[config.mk]
export PLATFORM = sky130hd
export DESIGN_NAME = popcnt_arbiter
export DESIGN_NICKNAME = d
export VERILOG_FILES = /design/src/rtl/popcnt_arbiter.sv
export SDC_FILE = /design/constraint.sdc
export NUM_CORES = 1
export LEC_CHECK = 0
export ABC_AREA = 1
export CAP_MARGIN = 10
export CORE_MARGIN = 1.5
export CORE_UTILIZATION = 40
export CTS_BUF_LIST = sky130_fd_sc_hd__clkbuf_8
export CTS_CLUSTER_SIZE = 14
export DETAILED_ROUTE_END_ITERATION = 8
export GPL_TIMING_DRIVEN = 0
export PLACE_DENSITY = 0.7
export SETUP_SLACK_MARGIN = 0.5
export SLEW_MARGIN = 15
export SYNTH_ARGS = -nofsm -noshare
export SYNTH_HDL_FRONTEND = slang
export SYNTH_SLANG_ARGS = --single-unit
[constraint.sdc]
create_clock -name clk -period 4.65 [get_ports clk]
set_input_delay 0.93 -clock clk [delete_from_list [all_inputs] [get_ports clk]]
set_output_delay 0.93 -clock clk [all_outputs]
set_load 0.1 [all_outputs]
[src/rtl/popcnt_arbiter.sv]
// Two-requester round-robin arbiter that accumulates the popcount of each beat of a frame.
// Build option: define POPCNT_SAT_EN for a saturating accumulator (default build wraps).
module popcnt_arbiter #(
  parameter int ACC_W = 8
) (
  input  logic             clk,
  input  logic             rst_n,
  input  logic             req0_valid,
  input  logic [3:0]       req0_data,
  input  logic             req0_last,
  output logic             req0_ready,
  input  logic             req1_valid,
  input  logic [3:0]       req1_data,
  input  logic             req1_last,
  output logic             req1_ready,
  output logic             res_valid,
  input  logic             res_ready,
  output logic             res_id,
  output logic [ACC_W-1:0] res_count,
  output logic             res_ovf
);

  typedef enum logic [1:0] {
    IDLE   = 2'd0,
    RUN    = 2'd1,
    RESULT = 2'd2
  } state_t;

  localparam logic [ACC_W-1:0] ACC_MAX = {ACC_W{1'b1}};

  state_t           r_state;
  state_t           w_next;
  logic             r_grant;
  logic             r_prio;
  logic             r_req0_ready;
  logic             r_req1_ready;
  logic             r_res_valid;
  logic             r_res_id;
  logic             r_ovf;
  logic [ACC_W-1:0] r_acc;
  logic             w_grant_sel;
  logic             w_grant_nxt;
  logic             w_beat;
  logic             w_last;
  logic [3:0]       w_data;
  logic [ACC_W:0]   w_sum;

  function automatic logic [2:0] popcount4(input logic [3:0] d);
    return {2'b00, d[0]} + {2'b00, d[1]} + {2'b00, d[2]} + {2'b00, d[3]};
  endfunction

  // Arbitration, beat qualification and accumulator sum
  always_comb begin
    w_grant_sel = 1'b0;
    if (req0_valid && req1_valid) begin
      w_grant_sel = r_prio;
    end else if (req1_valid) begin
      w_grant_sel = 1'b1;
    end else begin
      w_grant_sel = 1'b0;
    end
    w_grant_nxt = (r_state == IDLE) ? w_grant_sel : r_grant;
    w_data      = r_grant ? req1_data : req0_data;
    w_last      = r_grant ? req1_last : req0_last;
    w_beat      = r_grant ? (req1_valid & r_req1_ready) : (req0_valid & r_req0_ready);
    w_sum       = {1'b0, r_acc} + {{(ACC_W-2){1'b0}}, popcount4(w_data)};
  end

  // Next-state decode
  always_comb begin
    w_next = r_state;
    case (r_state)
      IDLE: begin
        if (req0_valid || req1_valid) w_next = RUN;
        else                          w_next = IDLE;
      end
      RUN: begin
        if (w_beat && w_last) w_next = RESULT;
        else                  w_next = RUN;
      end
      RESULT: begin
        if (res_ready) w_next = IDLE;
        else           w_next = RESULT;
      end
      default: w_next = IDLE;
    endcase
  end

  // State register
  always_ff @(posedge clk) begin
    if (!rst_n) r_state <= IDLE;
    else        r_state <= w_next;
  end

  // Grant, ready, accumulator and result registers
  always_ff @(posedge clk) begin
    if (!rst_n) begin
      r_grant      <= 1'b0;
      r_prio       <= 1'b0;
      r_req0_ready <= 1'b0;
      r_req1_ready <= 1'b0;
      r_res_valid  <= 1'b0;
      r_res_id     <= 1'b0;
      r_ovf        <= 1'b0;
      r_acc        <= {ACC_W{1'b0}};
    end else begin
      r_grant      <= w_grant_nxt;
      r_req0_ready <= (w_next == RUN) && !w_grant_nxt;
      r_req1_ready <= (w_next == RUN) &&  w_grant_nxt;
      if (w_beat) begin
`ifdef POPCNT_SAT_EN
        r_acc <= w_sum[ACC_W] ? ACC_MAX : w_sum[ACC_W-1:0];
`else
        r_acc <= w_sum[ACC_W-1:0];
`endif
        if (w_sum[ACC_W]) r_ovf <= 1'b1;
        if (w_last) begin
          r_res_valid <= 1'b1;
          r_res_id    <= r_grant;
        end
      end else if ((r_state == RESULT) && res_ready) begin
        // The requester just served loses priority for the next contention
        r_res_valid <= 1'b0;
        r_acc       <= {ACC_W{1'b0}};
        r_ovf       <= 1'b0;
        r_prio      <= ~r_grant;
      end
    end
  end

  assign req0_ready = r_req0_ready;
  assign req1_ready = r_req1_ready;
  assign res_valid  = r_res_valid;
  assign res_id     = r_res_id;
  assign res_count  = r_acc;
  assign res_ovf    = r_ovf;

endmodule

==> results of run 1 <==
==> kinds of logic after synthesis <==
group	synth area share [%]
xor+xnor	1.88
fa+ha+maj	7.80
flops	36.6
buf+inv	7.66
compound gates	8.60
simple gates	37.5
==> state kept, by name, summed over array words and instances (netlist names) <==
name,count
r_grant,1
r_prio,1
r_state,2
req0_ready,1
req1_ready,1
res_count,8
res_id,1
res_ovf,1
res_valid,1
==> area by class of cell <==
class / count / area (µm²) / share of cell area, %
inverters: 10 / 45.0 / 3.51
plain buffers: 2 / 26.3 / 2.05
clock inverters: 1 / 5.00 / 0.390
multi-input cells: 93 / 519 / 40.5
repair buffers: 27 / 270 / 21.1
clock buffers: 3 / 41.3 / 3.22
flip-flops and latches: 17 / 340 / 26.5
well taps: 28 / 35.0 / 2.73
==> power by group through the flow <==
stage	Combinational [W]	Clock (W)	Sequential, W
3_3_place_gp	0.000108	0	0.000160
5_1_grt	0.000120	0.000122	0.000158
3_5_place_dp	0.000111	0	0.000161
6_report	0.000111	0.000113	0.000157
4_1_cts	0.000112	0.000116	0.000157
2_1_floorplan	0.0000468	0	0.000190
==> per-layer routing <==
metal / global-route usage [%] / up-vias / wire [µm]
met5: 0 / - / 0
met4: 6.58 / 0 / 21
met3: 3.51 / 2 / 94
met1: 21.5 / 388 / 986
li1: - / 458 / -
met2: 29.4 / 24 / 977
==> Yosys cell counts <==
cell	n	area (µm²)
nor2_2	1	6.26
nand2_2	1	6.26
inv_8	1	11.3
nand3_1	9	45.0
nand4_1	5	31.3
nand2_4	1	11.3
buf_6	1	11.3
buf_8	1	15.0
nor2_1	17	63.8
inv_1	8	30.0
ha_1	1	12.5
o21ai_0	6	30.0
a21oi_1	9	45.0
dfxtp_1	17	340
nand3_4	2	35.0
fa_1	3	60.1
o21ai_1	1	5.00
nor2_4	2	22.5
nand2_1	32	120
clkinv_1	1	3.75
nand3b_1	1	7.51
xor2_1	2	17.5
==> worst max path at each step <==
stage | end | slack [ns] | cells past startpoint
final | res_count[6] | 1.52 | 11
after global routing | res_count[6] | 1.39 | 11
after CTS | res_count[6] | 1.52 | 11
after detailed placement | res_count[6] | 1.26 | 11
after global placement | res_count[6] | 1.30 | 11
after floorplan | res_count[6] | 1.74 | 8
==> worst register-to-register path, stage by stage, from the launching register on <==
cell and delay, ns:
dfxtp_1 0.33, buf_6 0.16, inv_8 0.06, nand2_1 0.06, nand2_1 0.07, fa_1 0.51
fa_1 0.48, fa_1 0.41, nand2_1 0.13, nor2_1 0.08, nand3_1 0.10, nand3_1 0.08
nand2_1 0.06
==> metrics by stage <==
step	area, µm²	total power (W)
4_1_cts	1280	0.000385
5_1_grt	1280	0.000400
3_5_place_dp	1240	0.000272
2_1_floorplan	931	0.000237
6_report	1280	0.000381
3_3_place_gp	1240	0.000268
==> results by group, run 1 <==
Outcome
  • Status: complete, no violations

Floorplanning
  • CORE AREA: 0.00221 mm²
  • Cell row count: 17
  • Initial Util: 42.1%
  • Die span in x: 51.2 µm
  • Die area: 0.00263 mm²
  • Die height: 51.2 µm
  • Top-level I/O count: 28

Power
  • Clock power share: 29.6%
  • Leakage: 0.495 nW
  • Net Sw Power: 0.000129 W
  • Int Pwr: 0.000251 W
  • Comb power frac: 29.1%
  • Pwr Density: 297 mW/mm²
  • Maximum vdd ir drop: 0.221 mV
  • Net Sw Frac: 33.9%
  • Sequential Power Share: 41.3%

Global route
  • Vias in the first global route: 811
  • First-pass GRT wire length: 3.39 mm
  • Gr usage total: 17.3%
  • Pin count of the biggest net entering global routing: 11
  • Initial antenna violation count: 0
  • Aggregate global routing overflow: 0

Placement
  • Hpwl dp: 1.61 mm
  • DP Cell Count: 177
  • Pre-CTS setup slack: 1.26 ns
  • GPL Wtd Cong: 0.757
  • Port-buffer cells: 27

Layout
  • Commonest cells after routing, fill and taps aside: 32 x nand2_1, 27 x clkdlybuf4s50_1, 17 x nor2_1, 17 x dfxtp_1
  • Final non-filler cell total: 181
  • Fillers: 220
  • Ant. Diodes: 0
  • Layout Area Growth over Synthesis: 37.8%
  • Layout cells sized above 1: 9.15%
  • Core Util, Final: 58.0%
  • Nets: 173
  • Most common cell after layout, fill and taps aside: nand2_1

Worst setup path
  • CP Class: primary input to flip-flop
  • Worst path bufs/invs: 1
  • Launch point of the worst path: req1_data[0]
  • Reg2Reg Launch Point: r_grant
  • Worst Path Arrival: 3.33 ns
  • Critical R2R Capture: res_count[6]
  • Startpoint type of the worst setup path: primary input
  • CP max-delay cell: fa_1
  • Worst r2r path cells: 12
  • FF-to-FF setup slack: 2.08 ns
  • Crit Path Max Fanout: 3
  • Most frequent CP cell: nand2_1
  • Critical Path, Cell by Cell: clkdlybuf4s50_1 -> nand2_1 -> nand2_1 -> fa_1 -> fa_1 -> fa_1 -> nand2_1 -> nor2_1 -> nand3_1 -> nand3_1 -> nand2_1
  • Kind of cell adding the most delay to the critical path: adder cells
  • Crit path largest cell delay: 0.48 ns
  • WP data required: 4.85 ns
  • Crit end category: flip-flop

CTS
  • Root Driver: clkbuf_8
  • Post_cts resized: 0
  • Clk sink count: 17
  • Worst-Skew Late Latency: 0.26 ns
  • CTS max path bufs: 2
  • CTS Hold Bufs: 0
  • Number of CTS-inserted buffers: 3
  • CTS tree: done
  • Post-CTS setup buffer count: 0
  • Clk slew on worst S/H paths: 0.07 ns
  • CTS H-tree lvls: 1

Yosys
  • Unique masters post-synth: 22
  • Post-Syn Area: 931 µm²
  • Average cell area after synthesis: 7.63 µm²
  • YS warnings: 0
  • Synth Instances: 122
  • Synthesis-stage register bit count: 17
  • Sequential share of the synthesized area: 36.6%
  • Net Count, Synth: 141

Hold path
  • Hold WC Path Type: flip-flop to flip-flop
  • Hold Crit Depth: 2
  • Hold Startpoint: res_ovf
  • Worst Hold End: res_ovf

Timing
  • Setup violators final: 0
  • Max Clock Skew: 0.00387 ns
  • Worst slew pin tran: 0.970 ns
  • Setup ws final: 1.52 ns
  • Fmax: 0.320 GHz
  • Min Tclk post-route: 3.13 ns
  • Min Hold Slack: 0.454 ns
  • RSZ-0062 raised after global routing: no
  • Final worst-path cycle share: 67.3%
  • Worst rel slew slack: 35.1%
  • Fin. Hold Viols: 0
  • Final slew viol count: 0
  • Fin Setup TNS: 0 ns

Drt
  • Routed via count: 872
  • DRT antenna net count: 0
  • Pre-Repair DR Iteration Count: 4
  • DRC: 0
  • Vias per cell: 4.82
  • Drt initial violations: 12
  • Final WL: 2.08 mm
  • Avg WL per Cell: 11.5 µm

Flow run
  • Max-Cap Viols: 0
(Power assumes the default switching activity.)
==> inputs of run 2 (changes only) <==
--- a/config.mk
+++ b/config.mk
@@ -13,7 +13,7 @@
 export CTS_CLUSTER_SIZE = 14
 export DETAILED_ROUTE_END_ITERATION = 8
 export GPL_TIMING_DRIVEN = 0
-export PLACE_DENSITY = 0.7
+export PLACE_DENSITY = 0.72
 export SETUP_SLACK_MARGIN = 0.5
 export SLEW_MARGIN = 15
 export SYNTH_ARGS = -nofsm -noshare
==> constraint.sdc (replaced) <==
create_clock -name clk -period 2.65 [get_ports clk]
set_input_delay 0.53 -clock clk [delete_from_list [all_inputs] [get_ports clk]]
set_output_delay 0.53 -clock clk [all_outputs]
set_load 0.1 [all_outputs]
==> run 2 against run 1 <==
  * Combinational power grew 100%
  * Hold slack improved by 0.0046 ns
  * Via count increased by 5.6%
  * Sequential power grew 75%
  * Global-route usage increased by 0.31 points
  * Die area is the same
  * Clock skew grew 0.0033 ns
  * Wire length is 5.6% higher
  * Power rose by 83%
  * Clock power rose by 74%
  * Sequential share of layout area fell by 1.7 points
  * Clock-buffer cell count did not move
==> results by group, run 2 (synthesis results as in run 1) <==
Outcome
  • Status: complete, no violations

Floorplanning
  • Die area: 0.00263 mm² (unchanged)
  • Top-level I/O count: 28 (unchanged)
  • Die height: 51.2 µm (unchanged)
  • Die span in x: 51.2 µm (unchanged)
  • Initial Util: 42.1% (unchanged)
  • Cell row count: 17 (unchanged)
  • CORE AREA: 0.00221 mm² (unchanged)

Global route
  • Initial antenna violation count: 0 (unchanged)
  • Pin count of the biggest net entering global routing: 11 (unchanged)
  • Aggregate global routing overflow: 0 (unchanged)
  • Routing usage on met2: 30.7% (+1.3 points)
  • GR Layer Usage met1: 22.4% (+0.91 points)
  • First-pass GRT wire length: 3.51 mm (+3.5%)
  • Gr usage total: 17.6% (+0.31 points)
  • GR peak layer: met2
  • Vias in the first global route: 830 (+2.3%)
  • Grt met3 use: 1.75% (-1.8 points)

Drt
  • Final WL: 2.20 mm (+5.6%)
  • Avg WL per Cell: 11.8 µm (+2.7%)
  • DRT antenna net count: 0 (unchanged)
  • Drt initial violations: 18 (+6)
  • Pre-Repair DR Iteration Count: 4 (unchanged)
  • DRC: 0 (unchanged)
  • Vias per cell: 4.95 (+2.8%)
  • Routed via count: 921 (+5.6%)

Layout
  • Layout cells sized above 1: 22.8% (+14 points)
  • Ant. Diodes: 0 (unchanged)
  • Fillers: 216 (-1.8%)
  • Commonest cells after routing, fill and taps aside: 26 x nand2_1, 17 x dlygate4sd2_1, 15 x nor2_1, 15 x dfxtp_1, 10 x clkdlybuf4s50_1
  • Most common cell after layout, fill and taps aside: nand2_1
  • Max reg flops: 8 (unchanged)
  • Nets: 178 (+2.9%)
  • Layout Area Growth over Synthesis: 49.2%

CTS
  • Number of CTS-inserted buffers: 3 (unchanged)
  • Clk slew on worst S/H paths: 0.07 ns (about the same)
  • Clk sink count: 17 (unchanged)
  • CTS tree: done
  • Root Driver: clkbuf_8
  • CTS max path bufs: 2 (unchanged)
  • CTS H-tree lvls: 1 (unchanged)
  • Worst-Skew Late Latency: 0.26 ns (about the same)

Worst setup path
  • Critical R2R Capture: res_count[4]
  • FF-to-FF setup slack: 0.29 ns (-1.79 ns)
  • Reg2Reg Launch Point: r_grant
  • Worst Path Arrival: 2.50 ns (-0.83 ns)
  • WP data required: 2.79 ns (-2.06 ns)
  • CP Class: flip-flop to flip-flop
  • Crit end category: flip-flop
  • Crit Path Max Fanout: 5 (+2)
  • Worst r2r path cells: 11 (-1)
  • Startpoint type of the worst setup path: flip-flop

Timing
  • Fmax: 0.424 GHz
  • Worst rel slew slack: 36.3% (+1.2 points)
  • Fin Setup TNS: 0 ns (unchanged)
  • Worst slew pin tran: 0.960 ns (-0.0105 ns)
  • Min Tclk post-route: 2.36 ns
  • Fin. Hold Viols: 0 (unchanged)
  • RSZ-0062 raised after global routing: yes
  • Setup violators final: 0 (unchanged)
  • Final slew viol count: 0 (unchanged)
  • Min Hold Slack: 0.459 ns (+0.00456 ns)
  • Final worst-path cycle share: 89.0%
  • Max Clock Skew: 0.00720 ns (+0.00333 ns)

Flow run
  • Max-Cap Viols: 0 (unchanged)

Hold path
  • Hold Crit Depth: 2 (unchanged)
  • Hold WC Path Type: flip-flop to flip-flop
  • Worst Hold End: res_ovf
  • Hold Startpoint: res_ovf

Power
  • Leakage: 0.616 nW (+24%)
  • Pwr Density: 501 mW/mm² (+69%)
  • Maximum vdd ir drop: 0.266 mV (+20%)

Placement
  • Port-buffer cells: 27 (unchanged)
  • Hpwl dp: 1.61 mm (about the same)
  • GPL Wtd Cong: 0.777 (+2.6%)
==> run 2: per-layer routing <==
metal  share of wire [%]  routed length [µm]
met4                 1.3                  28
met1                  47                1030
met5                   0                   0
met2                  48                1050
met3                 4.0                  87
==> run 2: how the worst max path moves through the flow <==
stage / start / cells after the start / end / slack [ns]
after CTS: r_grant / 11 / res_count[4] / 0.29
final: r_grant / 11 / res_count[4] / 0.29
after detailed placement: req1_data[2] / 11 / res_count[6] / -0.17
after global placement: req1_data[2] / 10 / res_ovf / -0.13
after floorplan: req1_data[2] / 10 / res_count[6] / 0.37
after global routing: r_grant / 11 / res_count[4] / 0.23
==> run 2: critical path, stage by stage, from the launching register on <==
cell,delay [ns]
dfxtp_2,0.32
buf_6,0.13
buf_12,0.12
nand2_4,0.04
nand2_2,0.05
fa_1,0.49
fa_2,0.37
fa_2,0.36
nand2_2,0.10
nor2_1,0.05
o21ai_1,0.15
a21oi_1,0.06
==> run 2: what timing repair did <==
action	4_1_cts	5_1_grt
gates cloned	0	0
endpoints found under the setup margin	22	8
resized for setup	21	8
hold buffers	0	0
pin swaps	13	8
buffers inserted	4	1
==> run 2: stage by stage <==
| step | worst slack (ns) | instances | utilization [%] | total power [W] | area (µm²) |
|---|---|---|---|---|---|
| 4_1_cts | 0.286 | 185 | 60.7 | 0.000686 | 1340 |
| 2_1_floorplan | 0.369 | 122 | - | 0.000422 | 962 |
| 6_report | 0.292 | 186 | 62.8 | 0.000696 | 1390 |
| 3_3_place_gp | -0.132 | 177 | 57.3 | 0.000478 | 1270 |
| 3_5_place_dp | -0.170 | 177 | 57.3 | 0.000485 | 1270 |
| 5_1_grt | 0.232 | 186 | 62.8 | 0.000726 | 1390 |
==> run 2: cell type report <==
cell class	count	area, µm²	area share [%]
Inverter	10	45.0	3.24
Sequential cell	17	345	24.9
Tap cell	28	35.0	2.52
Buffer	2	26.3	1.89
Timing Repair Buffer	32	303	21.8
Multi-Input combinational cell	93	588	42.3
Clock inverter	1	5.00	0.360
Clock buffer	3	41.3	2.97
==> run 2: power breakdown <==
part / internal (W) / switching [W]
sequential: 0.000267 / 0.00000888
combinational: 0.0000883 / 0.000135
clock: 0.000104 / 0.0000922
total: 0.000459 / 0.000236
